`src/rtl/alu_serial.sv`:
```
`default_nettype none
// ============================================================================
// Module   : alu_serial
// Brief    : Slice-serial ALU (AND/OR/XOR/ADD/SUB/SLT), SLICE bits per cycle.
// Revision : 1.0 - initial release
// ============================================================================
module alu_serial #(
  parameter int WIDTH = 32,
  parameter int SLICE = 1
) (
  input  logic             clk,
  input  logic             rst_n,
  input  logic             start,
  input  logic [WIDTH-1:0] a,
  input  logic [WIDTH-1:0] b,
  input  logic [2:0]       alu_op,
  output logic             busy,
  output logic             done,
  output logic [WIDTH-1:0] result,
  output logic             carry_out,
  output logic             overflow,
  output logic             zero
);

  localparam int STEPS = WIDTH / SLICE;
  localparam int CNT_W = (STEPS > 1) ? $clog2(STEPS) : 1;
  localparam logic [CNT_W-1:0] LAST_STEP = CNT_W'(STEPS - 1);

  localparam logic [1:0] S_IDLE = 2'd0;
  localparam logic [1:0] S_RUN  = 2'd1;
  localparam logic [1:0] S_DONE = 2'd2;

  localparam logic [2:0] OP_AND = 3'b000;
  localparam logic [2:0] OP_OR  = 3'b001;
  localparam logic [2:0] OP_ADD = 3'b010;
  localparam logic [2:0] OP_XOR = 3'b011;
  localparam logic [2:0] OP_SUB = 3'b110;
  localparam logic [2:0] OP_SLT = 3'b111;

  generate
    if (WIDTH < 2 || SLICE < 1 || (WIDTH % SLICE) != 0) begin : g_param_check
      $error("alu_serial: WIDTH must be >= 2 and an integer multiple of SLICE");
    end
  endgenerate

  logic [1:0]       state_q, state_d;
  logic [WIDTH-1:0] a_q, a_d;
  logic [WIDTH-1:0] b_q, b_d;
  logic [2:0]       op_q, op_d;
  logic [CNT_W-1:0] step_q, step_d;
  logic             carry_q, carry_d;
  logic [WIDTH-1:0] acc_q, acc_d;
  logic [WIDTH-1:0] result_q, result_d;
  logic             carry_out_q, carry_out_d;
  logic             overflow_q, overflow_d;
  logic             zero_q, zero_d;

  // Slice datapath: operands are shifted right each step, so bits [SLICE-1:0]
  // always hold the current slice.
  logic             b_inv;
  logic             c_chain;
  logic             c_msb_in;
  logic [SLICE-1:0] slice_arith;
  logic [SLICE-1:0] slice_logic;
  logic [SLICE-1:0] slice_res;
  logic [WIDTH-1:0] acc_next;

  always_comb begin
    b_inv       = (op_q == OP_SUB) || (op_q == OP_SLT);
    c_chain     = carry_q;
    c_msb_in    = 1'b0;
    slice_arith = '0;
    slice_logic = '0;
    for (int i = 0; i < SLICE; i++) begin
      c_msb_in       = c_chain;
      slice_arith[i] = a_q[i] ^ (b_q[i] ^ b_inv) ^ c_chain;
      c_chain        = (a_q[i] & (b_q[i] ^ b_inv)) | (c_chain & (a_q[i] ^ (b_q[i] ^ b_inv)));
    end
    case (op_q)
      OP_AND:  slice_logic = a_q[SLICE-1:0] & b_q[SLICE-1:0];
      OP_OR:   slice_logic = a_q[SLICE-1:0] | b_q[SLICE-1:0];
      OP_XOR:  slice_logic = a_q[SLICE-1:0] ^ b_q[SLICE-1:0];
      default: slice_logic = '0;
    endcase
    case (op_q)
      OP_ADD, OP_SUB, OP_SLT: slice_res = slice_arith;
      default:                slice_res = slice_logic;
    endcase
    // New slice enters at the top so the LSB slice lands at bit 0 after STEPS.
    acc_next = (acc_q >> SLICE) | (WIDTH'(slice_res) << (WIDTH - SLICE));
  end

  logic [WIDTH-1:0] fin_result;
  logic             fin_carry;
  logic             fin_ovf;

  always_comb begin
    fin_result = '0;
    fin_carry  = 1'b0;
    fin_ovf    = 1'b0;
    case (op_q)
      OP_ADD, OP_SUB: begin
        fin_result = acc_next;
        fin_carry  = c_chain;
        fin_ovf    = c_msb_in ^ c_chain;
      end
      OP_SLT: begin
        fin_result = WIDTH'(acc_next[WIDTH-1] ^ (c_msb_in ^ c_chain));
        fin_carry  = c_chain;
      end
      OP_AND, OP_OR, OP_XOR: begin
        fin_result = acc_next;
      end
      default: begin
        fin_result = '0;
      end
    endcase
  end

  always_comb begin
    state_d     = state_q;
    a_d         = a_q;
    b_d         = b_q;
    op_d        = op_q;
    step_d      = step_q;
    carry_d     = carry_q;
    acc_d       = acc_q;
    result_d    = result_q;
    carry_out_d = carry_out_q;
    overflow_d  = overflow_q;
    zero_d      = zero_q;
    case (state_q)
      S_IDLE, S_DONE: begin
        if (start) begin
          state_d = S_RUN;
          a_d     = a;
          b_d     = b;
          op_d    = alu_op;
          step_d  = '0;
          carry_d = (alu_op == OP_SUB) || (alu_op == OP_SLT);
          acc_d   = '0;
        end else begin
          state_d = S_IDLE;
        end
      end
      S_RUN: begin
        a_d     = a_q >> SLICE;
        b_d     = b_q >> SLICE;
        carry_d = c_chain;
        acc_d   = acc_next;
        step_d  = step_q + CNT_W'(1);
        if (step_q == LAST_STEP) begin
          state_d     = S_DONE;
          result_d    = fin_result;
          carry_out_d = fin_carry;
          overflow_d  = fin_ovf;
          zero_d      = (fin_result == '0);
        end
      end
      default: begin
        state_d = S_IDLE;
      end
    endcase
  end

  always_ff @(posedge clk or negedge rst_n) begin
    if (!rst_n) begin
      state_q     <= S_IDLE;
      a_q         <= '0;
      b_q         <= '0;
      op_q        <= '0;
      step_q      <= '0;
      carry_q     <= 1'b0;
      acc_q       <= '0;
      result_q    <= '0;
      carry_out_q <= 1'b0;
      overflow_q  <= 1'b0;
      zero_q      <= 1'b0;
    end else begin
      state_q     <= state_d;
      a_q         <= a_d;
      b_q         <= b_d;
      op_q        <= op_d;
      step_q      <= step_d;
      carry_q     <= carry_d;
      acc_q       <= acc_d;
      result_q    <= result_d;
      carry_out_q <= carry_out_d;
      overflow_q  <= overflow_d;
      zero_q      <= zero_d;
    end
  end

  assign busy      = (state_q == S_RUN);
  assign done      = (state_q == S_DONE);
  assign result    = result_q;
  assign carry_out = carry_out_q;
  assign overflow  = overflow_q;
  assign zero      = zero_q;

endmodule
`default_nettype wire

```
`config.mk`:
```
export PLATFORM = sky130hd
export DESIGN_NAME = alu_serial
export DESIGN_NICKNAME = d
export VERILOG_FILES = /design/src/rtl/alu_serial.sv
export SDC_FILE = /design/constraint.sdc
export NUM_CORES = 1
export LEC_CHECK = 0
export ABC_AREA = 1
export ABC_CLOCK_PERIOD_IN_PS = 1650
export BUFFER_PORTS_ARGS = -buffer_cell sky130_fd_sc_hd__buf_2
export CAP_MARGIN = 5
export CORE_ASPECT_RATIO = 1.75
export CORE_MARGIN = 3
export CORE_UTILIZATION = 50
export DETAILED_ROUTE_END_ITERATION = 12
export GPL_TIMING_DRIVEN = 0
export PLACE_DENSITY = 0.71
export SYNTH_ARGS = -nofsm -noshare
export SYNTH_HDL_FRONTEND = slang
export SYNTH_SLANG_ARGS = --single-unit
```
`constraint.sdc`:
```
create_clock -name clk -period 1.65 [get_ports clk]
set_input_delay 0.2475 -clock clk [delete_from_list [all_inputs] [get_ports clk]]
set_output_delay 0.2475 -clock clk [all_outputs]
set_load 0.02 [all_outputs]
```
==> metrics <==
status finished, violations left; failing checks setup timing; Max IR drop VDD 1000 uV; clock transition at the registers of the reported paths 0.06 ns; Worst Hold Class in -> reg; crit path time final 1.76 ns; crit path DAT 2.07 ns; vias in the first global route 5250; Crit Path Category reg -> reg; post-DR wirelength/cell 16.5 um; post-synthesis net count 744; DIE AREA 13400 sq um; Peak Freq 567 MHz; cell area after synthesis 5990 sq um; endpoint class of the critical path flip-flop; GPL Wtd Cong 0.825; share of post-route cells with drive strength above 1 0.313; Initial Util 0.515; Hold WS 0.0429 ns; commonest non-fill, non-tap cell in the layout nand2_1; Pre-antenna DRT Iters 4; Detail Route Antenna Nets 0; commonest non-fill, non-tap cells in the layout nand2_1 (217), dfrtp_1 (141), buf_2 (115); clk_skew 0.00573 ns; Worst path most repeated cell nand2_1; Setup TNS Final -1.64 ns; TritonCTS buffer count 17; Max Buffers Root-to-Sink 2; delay-heaviest family, CP simple AND/OR/NAND/NOR gates; # DRC 0; Die Width 88.8 um; final net count 885; worst-path maximum fanout 3; Leak Pwr 3.95 nW; vias per cell 5.46; post-route cell area 8040 sq um; total of max-cap violations 0; Worst Tran Pin Value 0.571 ns; cell count after synthesis 669; Total GRT Usage 0.236; Die Y 151 um; synth warn 0; Core Box Area 11600 sq um; Synth-to-Final Area Change 34.1%; CTS tree done; register area share after synthesis 0.589; Final Max Tran Viols 0; Netlist cell types 27; Slew HR 0.619; clock latency on the worst-skew pair between 0.4 and 0.5 ns; Port-buffer cells approximately 110; crit-path cells nand2_2 > xor2_1 > fa_2 > inv_2 > nand2_4 > nand2_4 > nand2_1 > nand3_2 > nor2_1 > nand2_1 > nand2_1; via count roughly 5200; Util after Layout 0.690; CP required 1.96 ns; final cycle utilization of the critical path 1.07; Final Setup Violations 30; I/O pins 107; final wirelength between 15000 and 20000 um; DP Area 6730 sq um; total grt overflow 0; largest stage delay on the critical path 0.46 ns; CP startpoint kind flip-flop; Std-Cell Rows 52; CP bufs+invs 1; CP max-delay cell fa_2; H-tree depth 4; Final WS setup -0.115 ns; # clock sinks 141; antenna violations before repair 0; DP Wirelength 10100 um; synthesis-stage register bit count 141; Hold Vio Cnt, Final 0; RSZ-0062 raised after global routing yes; largest net degree at the start of global routing 84; pwr dens 2020 nW/um^2; initial drt markers 205; Mean Syn Cell Area 8.96 sq um; wire length of the first global-routing pass 24200 um; worst slack at placement -0.290 ns; # diodes 0; root buf cell clkbuf_16
==> sequential cells by signal, indices dropped and copies added (netlist names) <==
name       count
b_q           32
step_q         5
zero           1
overflow       1
op_q           3
result        32
c_msb_in       1
state_q        2
carry_out      1
acc_q         31
a_q           32
==> cell usage after synthesis <==
cell | number | area share
nand2_1 | 252 | 0.16
dfrtp_1 | 141 | 0.59
nand3_1 | 68 | 0.057
inv_1 | 44 | 0.028
o22ai_1 | 29 | 0.030
o31ai_1 | 23 | 0.029
buf_2 | 16 | 0.013
o21ai_0 | 16 | 0.013
nor2_1 | 13 | 0.0081
o21ai_1 | 13 | 0.011
clkbuf_1 | 12 | 0.0075
buf_4 | 7 | 0.0088
inv_2 | 5 | 0.0031
o211ai_1 | 5 | 0.0063
a21oi_1 | 4 | 0.0033
ha_1 | 4 | 0.0084
a22o_1 | 3 | 0.0044
nand2_4 | 3 | 0.0056
buf_6 | 2 | 0.0038
xor2_1 | 2 | 0.0029
buf_1 | 1 | 0.00063
fa_1 | 1 | 0.0033
inv_4 | 1 | 0.0010
nor2_2 | 1 | 0.0010
nor2_4 | 1 | 0.0019
nor3_1 | 1 | 0.00083
o221ai_1 | 1 | 0.0015
==> timing repair <==
action,CTS,global route
endpoints found under the setup margin,41,37
gates resized for setup,62,76
hold buffers,1,0
pin swaps,6,0
cloned,3,1
endpoints found under the hold margin,58,0
buffers inserted,9,2
==> worst register-to-register path, stage by stage (launching register included) <==
cell     delay (ns)
dfrtp_1        0.39
nand2_2        0.09
xor2_1         0.18
fa_2           0.46
inv_2          0.08
nand2_4        0.06
nand2_4        0.08
nand2_1        0.08
nand3_2        0.08
nor2_1         0.04
nand2_1        0.07
nand2_1        0.05
==> path summary, 6_finish.rpt <==
check                             start   endpoint  slack (ns)  cells past startpoint
worst max-delay path            op_q[2]       zero       -0.11                     11
worst min-delay path              b[29]    b_q[29]        0.04                      3
worst max register to register  op_q[2]       zero       -0.11                     11
worst min register to register  b_q[19]    b_q[19]        0.48                      2
max in group asynchronous         rst_n    b_q[17]        0.49                      3
min in group asynchronous         rst_n  result[6]        0.38                      2
==> metal layers <==
metal | share of wire | track usage | routed length [um]
met5 | 0 | 0 | 0
met4 | 0.034 | 0.108 | 532
met3 | 0.048 | 0.0550 | 756
met2 | 0.55 | 0.422 | 8700
met1 | 0.37 | 0.256 | 5780
==> power breakdown <==
| part | leakage (nW) | total (mW) | internal (mW) | switching [mW] |
|---|---|---|---|---|
| logic | 1.85 | 6.42 | 2.48 | 3.93 |
| registers | 1.80 | 5.78 | 4.90 | 0.880 |
| clock network | 0.293 | 4.01 | 2.56 | 1.45 |
==> cell type report <==
cell class	count	area [sq um]
Tap cell	135	169
Buffer	37	285
Clock inverter	11	166
Inverter	50	200
Multi-Input combinational cell	440	2460
Clock buffer	21	450
Timing Repair Buffer	123	772
Fill cell	906	3610
Sequential cell	141	3530
==> stage by stage <==
stage	power, mW	instances
floorplan	9.44	669
global route	17.3	958
global placement	10.8	910
finish	16.2	958
detailed placement	11.0	911
CTS	15.7	955
==> kinds of logic (layout without fill, tap and decap cells) <==
logic type               after synthesis  count (layout)  synth area share
AO/OA/AOI/OAI                         94              94            0.0987
XOR/XNOR                               2               2           0.00292
adder cells (fa/ha/maj)                5               5            0.0117
buffers and inverters                 88             242            0.0658
flip-flops                           141             141             0.589
AND/OR/NAND/NOR                      339             339             0.232
Power figures use the tool's default switching activity.
